## src/rtl/fetch_pkg.sv

```systemverilog
// Shared types and constants for the instruction fetch stage.
package fetch_pkg;

  localparam int unsigned XLEN = 32;
  localparam logic [XLEN-1:0] INSTR_NOP = 32'h0000_0013;
  localparam logic [XLEN-1:0] PC_STEP = 32'd4;
  // Wide enough for stale responses accumulated over back-to-back redirects.
  localparam int unsigned DROP_W = 8;

  typedef struct packed {
    logic [XLEN-1:0] pc;
    logic [XLEN-1:0] instr;
    logic            filled;
  } fetch_slot_t;

endpackage

```

## src/rtl/fetch_queue.sv

```systemverilog
// In-order slot ring for fetch: slots are allocated on request accept, filled on response and
// popped by decode. Depth must be a power of two so pointers wrap naturally.
module fetch_queue
  import fetch_pkg::*;
#(
  parameter int unsigned Depth = 4
) (
  input  logic                   clk_i,
  input  logic                   rst_ni,
  input  logic                   flush_i,
  input  logic                   alloc_i,
  input  logic [XLEN-1:0]        alloc_pc_i,
  input  logic                   fill_i,
  input  logic [XLEN-1:0]        fill_instr_i,
  input  logic                   pop_i,
  output fetch_slot_t            head_o,
  output logic [$clog2(Depth):0] count_o,
  output logic [$clog2(Depth):0] pend_o
);

  localparam int unsigned PtrW = $clog2(Depth);
  localparam int unsigned CntW = PtrW + 1;

  fetch_slot_t     slots_q [Depth];
  fetch_slot_t     slots_d [Depth];
  logic [PtrW-1:0] head_q, head_d;
  logic [PtrW-1:0] fill_q, fill_d;
  logic [PtrW-1:0] tail_q, tail_d;
  logic [CntW-1:0] count_q, count_d;
  logic [CntW-1:0] pend_q, pend_d;

  always_comb begin
    slots_d = slots_q;
    head_d  = head_q;
    fill_d  = fill_q;
    tail_d  = tail_q;
    count_d = count_q;
    pend_d  = pend_q;
    if (flush_i) begin
      for (int i = 0; i < Depth; i++) begin
        slots_d[i].filled = 1'b0;
      end
      head_d  = '0;
      fill_d  = '0;
      tail_d  = '0;
      count_d = '0;
      pend_d  = '0;
    end else begin
      if (alloc_i) begin
        slots_d[tail_q].pc     = alloc_pc_i;
        slots_d[tail_q].instr  = INSTR_NOP;
        slots_d[tail_q].filled = 1'b0;
        tail_d                 = tail_q + PtrW'(1);
      end
      if (fill_i) begin
        slots_d[fill_q].instr  = fill_instr_i;
        slots_d[fill_q].filled = 1'b1;
        fill_d                 = fill_q + PtrW'(1);
      end
      // Pop after fill: a bypassed fill+pop of the head slot leaves it unfilled.
      if (pop_i) begin
        slots_d[head_q].filled = 1'b0;
        head_d                 = head_q + PtrW'(1);
      end
      count_d = count_q + CntW'(alloc_i) - CntW'(pop_i);
      pend_d  = pend_q + CntW'(alloc_i) - CntW'(fill_i);
    end
  end

  always_ff @(posedge clk_i or negedge rst_ni) begin
    if (!rst_ni) begin
      for (int i = 0; i < Depth; i++) begin
        slots_q[i] <= '0;
      end
      head_q  <= '0;
      fill_q  <= '0;
      tail_q  <= '0;
      count_q <= '0;
      pend_q  <= '0;
    end else begin
      slots_q <= slots_d;
      head_q  <= head_d;
      fill_q  <= fill_d;
      tail_q  <= tail_d;
      count_q <= count_d;
      pend_q  <= pend_d;
    end
  end

  assign head_o  = slots_q[head_q];
  assign count_o = count_q;
  assign pend_o  = pend_q;

endmodule

```

## src/rtl/fetch_unit.sv

```systemverilog
// Instruction fetch stage: owns the PC, issues word fetches and feeds decode in order.
// Define FETCH_BYPASS_EN to forward a response straight to decode when the ring has nothing ready.
module fetch_unit
  import fetch_pkg::*;
#(
  parameter logic [31:0] RESET_PC    = 32'h0000_0000,
  parameter int unsigned QUEUE_DEPTH = 4
) (
  input  logic        clk,
  input  logic        rst,
  input  logic        redirect_valid,
  input  logic [31:0] redirect_pc,
  output logic        imem_req_valid,
  input  logic        imem_req_ready,
  output logic [31:0] imem_req_addr,
  input  logic        imem_rsp_valid,
  input  logic [31:0] imem_rsp_data,
  output logic        out_valid,
  input  logic        out_ready,
  output logic [31:0] out_instr,
  output logic [31:0] out_pc
);

  localparam int unsigned CntW = $clog2(QUEUE_DEPTH) + 1;

  logic [XLEN-1:0]   pc_q, pc_d;
  logic [DROP_W-1:0] drop_cnt_q, drop_cnt_d;
  logic              req_fire;
  logic              rsp_drop;
  logic              rsp_accept;
  logic              bypass;
  logic              pop;
  fetch_slot_t       head;
  logic [CntW-1:0]   count;
  logic [CntW-1:0]   pend;

  fetch_queue #(
    .Depth (QUEUE_DEPTH)
  ) u_queue (
    .clk_i        (clk),
    .rst_ni       (rst),
    .flush_i      (redirect_valid),
    .alloc_i      (req_fire),
    .alloc_pc_i   (pc_q),
    .fill_i       (rsp_accept),
    .fill_instr_i (imem_rsp_data),
    .pop_i        (pop),
    .head_o       (head),
    .count_o      (count),
    .pend_o       (pend)
  );

  // Held low while in reset; a full ring issues nothing even if decode pops this cycle.
  assign imem_req_valid = rst & (count < CntW'(QUEUE_DEPTH)) & ~redirect_valid;
  assign imem_req_addr  = pc_q;

  always_comb begin
    req_fire   = imem_req_valid & imem_req_ready;
    rsp_drop   = imem_rsp_valid & (drop_cnt_q != '0);
    rsp_accept = imem_rsp_valid & ~rsp_drop & ~redirect_valid;
`ifdef FETCH_BYPASS_EN
    bypass     = rsp_accept & ~head.filled & (pend != '0);
    out_valid  = head.filled | bypass;
    out_instr  = head.filled ? head.instr : imem_rsp_data;
`else
    bypass     = 1'b0;
    out_valid  = head.filled;
    out_instr  = head.instr;
`endif
    out_pc     = head.pc;
    pop        = out_valid & out_ready;
  end

  always_comb begin
    pc_d       = pc_q;
    drop_cnt_d = drop_cnt_q;
    if (redirect_valid) begin
      pc_d       = redirect_pc & ~32'h3;
      // Every unfilled slot still has a response on its way; one arriving now is consumed here.
      drop_cnt_d = drop_cnt_q + DROP_W'(pend) - DROP_W'(imem_rsp_valid);
    end else begin
      if (req_fire) begin
        pc_d = pc_q + PC_STEP;
      end
      if (rsp_drop) begin
        drop_cnt_d = drop_cnt_q - DROP_W'(1);
      end
    end
  end

  always_ff @(posedge clk or negedge rst) begin
    if (!rst) begin
      pc_q       <= RESET_PC;
      drop_cnt_q <= '0;
    end else begin
      pc_q       <= pc_d;
      drop_cnt_q <= drop_cnt_d;
    end
  end

endmodule

```

## config.mk

```make
export PLATFORM = sky130hd
export DESIGN_NAME = fetch_unit
export DESIGN_NICKNAME = d
export VERILOG_FILES = /design/src/rtl/fetch_pkg.sv /design/src/rtl/fetch_queue.sv /design/src/rtl/fetch_unit.sv
export SDC_FILE = /design/constraint.sdc
export NUM_CORES = 1
export LEC_CHECK = 0
export ABC_AREA = 0
export BUFFER_PORTS_ARGS = -buffer_cell sky130_fd_sc_hd__buf_2
export CAP_MARGIN = 20
export CORE_MARGIN = 4
export CORE_UTILIZATION = 60
export DETAILED_ROUTE_END_ITERATION = 6
export GPL_TIMING_DRIVEN = 1
export PLACE_DENSITY = 0.88
export SYNTH_ARGS = -nofsm -noshare
export SYNTH_HDL_FRONTEND = slang
export SYNTH_SLANG_ARGS = --single-unit
```

## constraint.sdc

```tcl
create_clock -name clk -period 4.68 [get_ports clk]
set_clock_uncertainty 0.15 [all_clocks]
set_input_delay 0.468 -clock clk [delete_from_list [all_inputs] [get_ports clk]]
set_output_delay 0.468 -clock clk [all_outputs]
set_load 0.01 [all_outputs]
```

==> impl_metrics.json, run 1 <==
{
  "ys_seq_area_frac": 0.513,
  "p_comb_frac": 0.193,
  "grt_usage": 0.282,
  "htree_levels": 1,
  "die-area_sq_um": 27100,
  "syn_area_sq_um": 14700,
  "cellPowerDensity_nw_per_um2": 408,
  "synth_edf_count": 0,
  "p_seq_frac": 0.454,
  "synth_most_common_cell": "dfrtp_1",
  "rsz0062_at_grt": "no",
  "cellLeakagePower_uw": 0.00772,
  "setup_tns_ns": 0,
  "top_usage_layer": "met2",
  "via_count": 11500,
  "overflow": 0,
  "cts_tree": "yes",
  "post_drt_wl_per_cell_um": 20.9,
  "cts_made_buffers": 30,
  "vias_per_cell": 6.30,
  "die_height_um": 165,
  "maxSlewViolCount": 0,
  "min-delay-start": "redirect_pc[15]",
  "synthMuxAreaShare": 0.182,
  "critPathKind": "in -> reg",
  "met1_usage": 0.366,
  "fmax_ghz": 0.270,
  "ff2ff_setup_slack_ns": 1.42,
  "clkLatencyLatePin_ns": 0.56,
  "hpwl_mm": 22.6,
  "final_antenna_net_count": 0,
  "final_nets": 1577,
  "drv_cap": 0,
  "syn_avg_cell_area_sq_um": 11.0,
  "clkTransAtPathRegs_ns": 0.07,
  "p_int_uw": 4930,
  "port_buffers": 161,
  "coreArea_sq_um": 24200,
  "critPathLaunchType": "primary input",
  "drt_wl_total_mm": 38.1,
  "synth-adder-area-share": 0.0330,
  "drc": 0,
  "cts_setup_buffers": 0,
  "critical_path_required_ns": 4.93,
  "drt_pre_antenna_iters": 5,
  "p_switching_uw": 1980,
  "setup_viol": 0,
  "die_x_um": 165,
  "grt_max_degree": 158,
  "final_cells": 1820,
  "maxSlewHeadroom": 0.261,
  "ir_drop_mv": 0.314,
  "antenna_found_initial": 2,
  "synth-seq-cells": 302,
  "yosys-top-cells-count": "dfrtp_1 (302), nand2_1 (286), o21ai_0 (132), mux2_2 (109), clkbuf_1 (73)",
  "ys.flop_type": "dfrtp_1",
  "grt_pass1_vias": 11700,
  "syn-instance-count": 1340,
  "fin_crit_sh": 0.791,
  "worstMarginPinSlew_ns": 1.11,
  "yosys.area.top_type_share": 0.513,
  "area_delta_synth_final_pct": 15.1,
  "yosysWarnings": 0,
  "hold_buffers": 14,
  "dp_cells": 1748,
  "synth_top_family_by_area": "multiplexers",
  "synth_area_leaders": "dfrtp_1 (51%), mux4_2 (9.6%), mux2_2 (8.3%)",
  "cts_buffer_depth": 3,
  "synth_xor_area_frac": 0.0131,
  "cp_max_fo": 70,
  "place.gp.congestion": 0.860,
  "end_kind": "flip-flop",
  "io_pins": 168,
  "post-route-min-period_ns": 3.70,
  "clkPwrFrac": 0.353,
  "grt_use_met3": 0.0509,
  "hold_violations": 0,
  "rows": 57,
  "cts_sinks": 302,
  "cp.arrival_ns": 3.95,
  "synth-simple-area-share": 0.139,
  "grt_pass1_wl_mm": 60.8,
  "start_util": 0.607,
  "drt_iter0_markers": 1224,
  "status": "complete, no violations",
  "cts_root_buf": "clkbuf_16",
  "hold-worst-slack_ns": 0.00887,
  "sw_frac_of_total": 0.286,
  "use_met2": 0.472,
  "startpoint": "rst",
  "synth-compound-area-share": 0.0816,
  "timing.rr.start": "u_queue.head_q[0]$_DFFE_PN0P_",
  "min_path_type": "in -> reg",
  "drive_above_1_share": 0.282,
  "post-synth-top-area-cell": "dfrtp_1",
  "async_flop_share": 1.00,
  "yosysUniqueCellTypes": 59,
  "cts_resized": 0
}
area by class of cell:
type	count	area (sq um)
multi-input combinational	903	6670
tap	324	405
fill	1583	7300
inverter	36	135
timing repair buffer	197	1160
antenna	3	7.51
clock inverter	10	125
clock buffer	45	877
sequential	302	7560
placed cells by master, fill, tap and decap left out, types with 8 or more instances in the layout:
| master | netlist | final |
|---|---|---|
| a211oi_1 | 11 | 11 |
| a21oi_1 | 32 | 32 |
| a31oi_1 | 9 | 9 |
| buf_2 | 8 | 160 |
| buf_4 | 5 | 19 |
| clkbuf_1 | 73 | 8 |
| clkbuf_16 | 0 | 30 |
| dfrtp_1 | 302 | 300 |
| dlygate4sd3_1 | 0 | 14 |
| ha_1 | 34 | 34 |
| inv_1 | 35 | 35 |
| mux2_2 | 109 | 109 |
| mux4_2 | 63 | 63 |
| nand2_1 | 286 | 282 |
| nand3_1 | 56 | 56 |
| nand4_1 | 8 | 8 |
| nor2_1 | 24 | 24 |
| nor2b_1 | 12 | 12 |
| nor3_1 | 8 | 8 |
| nor4_1 | 14 | 11 |
| o21ai_0 | 132 | 132 |
| or4_1 | 9 | 9 |
| xnor2_1 | 15 | 15 |
cells by family (layout without fill, tap and decap cells):
family          Yosys count  after routing
other cells               1              7
simple gates            451            451
compound gates          213            213
mux                     176            176
flops                   302            302
fa+ha+maj                37             37
buf+inv                 138            288
xor+xnor                 22             22
worst paths after layout:
kind	depth (start not counted)	end
worst max-delay path	7	u_queue.slots_q[65]$_DFF_PN0_
worst min register to register	2	u_queue.slots_q[106]$_DFFE_PN0P_
min in group asynchronous	2	imem_req_addr[14]$_DFFE_PN0N_
worst max register to register	9	u_queue.count_o[2]$_DFF_PN0_
max in group asynchronous	4	u_queue.slots_q[3]$_DFFE_PN0N_
worst min-delay path	3	imem_req_addr[15]$_DFFE_PN0N_
routing by layer:
metal | up-vias | wire [um] | part of all wire
met5 | - | 20 | 0.00053
met4 | 2 | 1690 | 0.044
met3 | 133 | 3260 | 0.086
met2 | 616 | 18900 | 0.50
met1 | 5736 | 14200 | 0.37
li1 | 4976 | - | -
state kept, by name, indices dropped and copies added, names as in the netlist:
signal and flops:
u_queue.count_o 3, imem_req_addr 30, u_queue.fill_q 2, drop_cnt_q 8, u_queue.pend_o 3, u_queue.tail_q 2, u_queue.slots_q 252, u_queue.head_q 2
worst max-delay path: stages:
cell and delay (ns):
dlygate4sd3_1 0.60, buf_8 0.41, nor4bb_4 0.77, nand2_2 0.80, buf_4 0.53, a21oi_1 0.18, a211oi_1 0.06
stage by stage:
| step | setup WS (ns) | total power, uW | cell area [sq um] | util |
|---|---|---|---|---|
| after global placement | 1.09 | 4360 | 15800 | 0.650 |
| after CTS | 0.994 | 6870 | 16900 | 0.699 |
| after global routing | 0.807 | 7200 | 16900 | 0.699 |
| after detailed placement | 1.11 | 4450 | 15800 | 0.651 |
| after floorplan | 1.68 | 3980 | 14700 | - |
| final | 0.979 | 6910 | 16900 | 0.699 |
power groups by stage:
stage | Clock (uW) | Combinational [uW] | Sequential [uW]
floorplan | 0 | 902 | 3080
global placement | 0 | 1240 | 3130
detailed placement | 0 | 1290 | 3160
CTS | 2430 | 1320 | 3120
global route | 2570 | 1470 | 3160
finish | 2440 | 1340 | 3130
Note: power is estimated with default switching activity, not from simulation.
==> inputs of run 2 (changes only) <==
--- a/config.mk
+++ b/config.mk
@@ -9,10 +9,10 @@
 export BUFFER_PORTS_ARGS = -buffer_cell sky130_fd_sc_hd__buf_2
 export CAP_MARGIN = 20
 export CORE_MARGIN = 4
-export CORE_UTILIZATION = 60
+export CORE_UTILIZATION = 53
 export DETAILED_ROUTE_END_ITERATION = 6
 export GPL_TIMING_DRIVEN = 1
-export PLACE_DENSITY = 0.88
+export PLACE_DENSITY = 0.82
 export SYNTH_ARGS = -nofsm -noshare
 export SYNTH_HDL_FRONTEND = slang
 export SYNTH_SLANG_ARGS = --single-unit
==> constraint.sdc (replaced) <==
create_clock -name clk -period 3.2 [get_ports clk]
set_clock_uncertainty 0.15 [all_clocks]
set_input_delay 0.32 -clock clk [delete_from_list [all_inputs] [get_ports clk]]
set_output_delay 0.32 -clock clk [all_outputs]
set_load 0.01 [all_outputs]
==> run 2 against run 1 <==
Compared with the run above: total power is 48% higher; hold slack better by 0.037 ns; global-route usage is 3.4 points lower; clock power is 50% higher; sequential power is 45% higher; first-iteration DRC count is 17% lower; register-to-register slack worse by 1.1 ns; sequential cell count stayed put; clock-buffer cell count is 1 lower; non-clock buffer count is 55 higher; die area is 13% higher; sequential share of layout area is 1.7 points lower; highest routed layer unchanged.
==> impl_metrics.json, run 2 (synthesis results as in run 1) <==
{
  "coreArea_sq_um": 27200,
  "cts_setup_buffers": 0,
  "setup_viol": 0,
  "start_util": 0.542,
  "startpoint": "u_queue.pend_o[0]$_DFF_PN0_",
  "critPathKind": "reg -> reg",
  "drc": 0,
  "die-area_sq_um": 30500,
  "crit_chain": "inv_1 > ha_1 > inv_1 > ha_1 > inv_1 > fa_1 > nand2b_1 > a2111o_1 > nand4_1 > or4b_2",
  "vias_per_cell": 5.86,
  "crit_slowest_cell": "or4b_2",
  "filler_cell_count": 2073,
  "final_nets": 1633,
  "cts_resized": 0,
  "setup_tns_ns": 0,
  "wl_met1_mm": 15.8,
  "fmax_ghz": 0.347,
  "min-delay-start": "redirect_valid",
  "largest_reg_flops": 252,
  "dr.max_layer_used": "met5",
  "cts_sinks": 302,
  "worstMarginPinSlew_ns": 1.10,
  "grt_max_degree": 195,
  "antenna_found_initial": 4,
  "timing.rr.start": "u_queue.pend_o[0]$_DFF_PN0_",
  "io_pins": 168,
  "dp_cells": 1801,
  "antenna_cells": 0,
  "via_count": 11300,
  "critical_path_required_ns": 3.47,
  "die_height_um": 175,
  "cellPowerDensity_nw_per_um2": 579,
  "drv_cap": 0,
  "cp_max_fo": 2,
  "ir_drop_mv": 0.400,
  "area_delta_synth_final_pct": 19.7,
  "end_kind": "flip-flop",
  "power_uw": 10200,
  "overflow": 0,
  "hold-worst-slack_ns": 0.0464,
  "final_cells": 1921,
  "port_buffers": 161,
  "maxSlewViolCount": 0,
  "rows": 60,
  "crit_top_cell": "inv_1",
  "dr_wl_met2_mm": 18.9,
  "fin_crit_sh": 0.901,
  "drive_above_1_share": 0.276,
  "post_drt_wl_per_cell_um": 19.8,
  "layout_common_cells": "dfrtp_1 (300), nand2_1 (282), buf_2 (160)",
  "htree_levels": 1,
  "cp_slowest_stage_delay_ns": 0.58,
  "cts_root_buf": "clkbuf_16",
  "drt_iter0_markers": 1020,
  "maxSlewHeadroom": 0.268,
  "status": "complete, no violations",
  "final_common_cell": "dfrtp_1",
  "clkTransAtPathRegs_ns": 0.07,
  "cellLeakagePower_uw": 0.00799,
  "cts_tree": "yes",
  "place.gp.congestion": 0.872,
  "cp.arrival_ns": 3.15,
  "grt_usage": 0.247,
  "final_antenna_net_count": 0,
  "critPathBufInv": 3,
  "min_path_type": "in -> reg",
  "regMostFlops": "u_queue.slots_q",
  "cts_buffer_depth": 3,
  "drt_wl_total_mm": 38.1,
  "cts_made_buffers": 31,
  "hpwl_mm": 23.2,
  "wl_met3_mm": 2.33,
  "cpLargestDelayFamily": "simple AND/OR/NAND/NOR gates",
  "rsz0062_at_grt": "no",
  "grt_pass1_vias": 11600,
  "die_x_um": 175,
  "hold_violations": 0,
  "critPathLaunchType": "flip-flop",
  "clkLatencyLatePin_ns": 0.56,
  "post-route-min-period_ns": 2.88,
  "drt_pre_antenna_iters": 5,
  "grt_pass1_wl_mm": 61.9
}
[run 2: per-layer routing]
layer  global-route usage  vias to the layer above
li1                     -                     5075
met1                0.338                     5676
met2                0.417                      419
met3               0.0402                       87
met4               0.0668                        8
met5                    0                        -
[run 2: worst paths after layout]
path / to / slack [ns] / cells after the start
setup / recovery: drop_cnt_q[6]$_DFFE_PN0P_ / 0.32 / 10
hold / removal: u_queue.count_o[2]$_DFF_PN0_ / 0.05 / 2
setup reg to reg: drop_cnt_q[6]$_DFFE_PN0P_ / 0.32 / 10
hold reg to reg: u_queue.slots_q[178]$_DFFE_PN0P_ / 0.34 / 2
max in group asynchronous: u_queue.head_q[1]$_DFFE_PN0P_ / 0.88 / 4
min in group asynchronous: u_queue.slots_q[44]$_DFFE_PN0P_ / 0.15 / 2
[run 2: report_power, final]
group          leakage, uW  internal (uW)  switching (uW)
logic              0.00349            959            1040
registers          0.00398           4240             315
clock network     0.000512           2150            1500
[run 2: repair_timing]
item / in CTS / in global routing
endpoints found under the setup margin: 0 / 0
hold buffers: 64 / 0
hold endpoints to repair: 205 / 0
[run 2: worst reg2reg max path, cell delays in order, from the launching register on]
cell and delay [ns]:
dfrtp_1 0.37, inv_1 0.08, ha_1 0.22, inv_1 0.06, ha_1 0.15, inv_1 0.05, fa_1 0.40, nand2b_1 0.19
a2111o_1 0.40, nand4_1 0.10, or4b_2 0.58
[run 2: cell type report]
class	count	area, sq um	area share
inverters	36	135	0.00766
flip-flops and latches	302	7560	0.429
well taps	372	465	0.0264
multi-input cells	903	6670	0.378
clock inverters	12	139	0.00788
repair buffers	252	1770	0.100
clock buffers	44	885	0.0502
[run 2: stage by stage]
step	setup slack (ns)	util	instance area, sq um
2_1_floorplan	0.348	-	14700
3_5_place_dp	0.215	0.588	16000
3_3_place_gp	0.243	0.588	16000
5_1_grt	0.157	0.649	17600
6_report	0.316	0.649	17600
4_1_cts	0.305	0.649	17600
==> inputs of run 3 (changes only) <==
--- a/config.mk
+++ b/config.mk
@@ -12,7 +12,8 @@
 export CORE_UTILIZATION = 53
 export DETAILED_ROUTE_END_ITERATION = 6
 export GPL_TIMING_DRIVEN = 1
-export PLACE_DENSITY = 0.82
+export HOLD_SLACK_MARGIN = 0.03
+export PLACE_DENSITY = 0.76
 export SYNTH_ARGS = -nofsm -noshare
 export SYNTH_HDL_FRONTEND = slang
 export SYNTH_SLANG_ARGS = --single-unit
==> run 3 against run 2 <==
Compared with the run above: die area did not move; total power rose by 0.48%; global-route usage rose by 0.12 points; non-clock buffer count rose by 2; final area rose by 0.44%; first-iteration DRC count fell by 32%; fmax rose by 1.0%; final cell count rose by 0.10%; clock-buffer cell count rose by 3; critical path depth did not move; routed wire length fell by 1.7%; clock power rose by 2%; critical endpoint unchanged; largest power group unchanged; highest routed layer unchanged.
==> impl_metrics.json, run 3 (synthesis results as in run 1) <==
{
  "start_util": 0.542,
  "post-route-min-period_ns": 2.85,
  "vias_per_cell": 5.77,
  "drive_above_1_share": 0.279,
  "io_pins": 168,
  "final_antenna_net_count": 0,
  "drt_wl_total_mm": 37.5,
  "cts_buffer_depth": 3,
  "multi_input_area_sq_um": 6670,
  "dpl_cell_area_sq_um": 16000,
  "hpwl_mm": 22.9,
  "rsz0062_at_grt": "no",
  "clkLatencyLatePin_ns": 0.51,
  "final_core_util": 0.652,
  "via_count": 11100,
  "cp_slowest_stage_delay_ns": 0.58,
  "fin_crit_sh": 0.892,
  "critPathLaunchType": "flip-flop",
  "largest_reg_flops": 252,
  "cts_made_buffers": 34,
  "antenna_found_initial": 2,
  "crit_top_cell": "inv_1",
  "critPathKind": "reg -> reg",
  "critPathBufInv": 3,
  "dp_cells": 1803,
  "layout_common_cells": "dfrtp_1 (300), nand2_1 (282), buf_2 (160)",
  "worst_slack_ns": 0.345,
  "cts_resized": 0,
  "min_path_type": "in -> reg",
  "cpLargestDelayFamily": "simple AND/OR/NAND/NOR gates",
  "grt_max_degree": 187,
  "regMostFlops": "u_queue.slots_q",
  "post_drt_wl_per_cell_um": 19.5,
  "cts_tree": "yes",
  "area_delta_synth_final_pct": 20.3,
  "end_kind": "flip-flop",
  "drc": 0,
  "grt_pass1_wl_mm": 62.1,
  "cp_max_fo": 2,
  "port_buffers": 161,
  "final_area_sq_um": 17700,
  "die_x_um": 175,
  "place.gp.congestion": 0.856,
  "post-place-ws_ns": 0.236,
  "ir_drop_mv": 0.412,
  "min-delay-start": "out_ready",
  "cellLeakagePower_uw": 0.00802,
  "drv_cap": 0,
  "filler_cell_count": 2056,
  "rows": 60,
  "critical_path_required_ns": 3.41,
  "htree_levels": 2,
  "register_area_sq_um": 7560,
  "cts_root_buf": "clkbuf_16",
  "drt_pre_antenna_iters": 5,
  "final_common_cell": "dfrtp_1",
  "crit_chain": "inv_1 > ha_1 > inv_1 > ha_1 > inv_1 > fa_1 > nand2b_1 > a2111o_1 > nand4_1 > or4b_2",
  "cp.arrival_ns": 3.06,
  "setup_viol": 0,
  "dr.max_layer_used": "met5",
  "hold_violations": 0,
  "timing.rr.start": "u_queue.pend_o[0]$_DFF_PN0_",
  "wl_met3_mm": 2.09,
  "coreArea_sq_um": 27200,
  "status": "complete, no violations",
  "final_cells": 1923,
  "maxSlewViolCount": 0,
  "fmax_ghz": 0.350,
  "clkTransAtPathRegs_ns": 0.06,
  "cts_sinks": 302,
  "grt_pass1_vias": 11800,
  "startpoint": "u_queue.pend_o[0]$_DFF_PN0_",
  "crit_slowest_cell": "or4b_2",
  "overflow": 0,
  "die_height_um": 175,
  "drt_iter0_markers": 696,
  "wl_met1_mm": 15.8,
  "setup_tns_ns": 0,
  "dr_wl_met2_mm": 18.7,
  "grt_usage": 0.249,
  "cellPowerDensity_nw_per_um2": 579,
  "worstMarginPinSlew_ns": 1.01,
  "final_nets": 1638,
  "maxSlewHeadroom": 0.326,
  "die-area_sq_um": 30500
}
run 3: changes by cell type in the layout (fill, tap and decap cells not counted), sizes merged:
cell,change
buf,+2
diode,+1
clkinvlp,+2
clkbuf,+3
clkinv,-3
bufinv,-3
run 3: path summary, 6_finish.rpt:
path	endpoint	slack [ns]	depth (start not counted)
min in group asynchronous	u_queue.slots_q[84]$_DFFE_PN0N_	0.06	2
max	drop_cnt_q[6]$_DFFE_PN0P_	0.35	10
min reg2reg	u_queue.slots_q[249]$_DFFE_PN0P_	0.32	2
max reg2reg	drop_cnt_q[6]$_DFFE_PN0P_	0.35	10
min	u_queue.head_q[1]$_DFFE_PN0P_	0.04	4
max in group asynchronous	u_queue.head_q[0]$_DFFE_PN0P_	1.13	4
run 3: worst min-delay path, delay by kind of cell:
kind | cells | cell delay [ns]
buffers and inverters | 1 | 0.11
and+or+nand+nor | 1 | 0.05
AOI/OAI and AO/OA | 2 | 0.17
run 3: timing repair:
item	in CTS	in global routing
setup buffers	0	0
hold endpoints to repair	214	0
hold buffers	64	0
run 3: power breakdown:
| part | leakage [uW] | total, uW | switching, uW | internal [uW] |
|---|---|---|---|---|
| sequential | 0.00398 | 4560 | 321 | 4240 |
| combinational | 0.00351 | 1970 | 1010 | 957 |
| clock | 0.000527 | 3730 | 1530 | 2200 |
run 3: cell type report:
cell class	count	area share
diodes	1	0.000141
clock inverters	8	0.00339
clock buffers	47	0.0571
inverters	36	0.00763
well taps	372	0.0263
flip-flops and latches	302	0.427
repair buffers	254	0.102
multi-input cells	903	0.377
run 3: metrics by stage:
stage	total power [uW]	hold slack (ns)
3_3_place_gp	6410	-0.00538
6_report	10300	0.0379
4_1_cts	10300	0.0302
3_5_place_dp	6510	-0.00557
5_1_grt	10800	0.0581
2_1_floorplan	5820	-0.126
run 3: metal layers:
layer  vias to the layer above  GRT usage
met3                        66     0.0476
met1                      5624      0.331
met4                         2     0.0763
li1                       5078          -
met2                       328      0.418
met5                         -          0
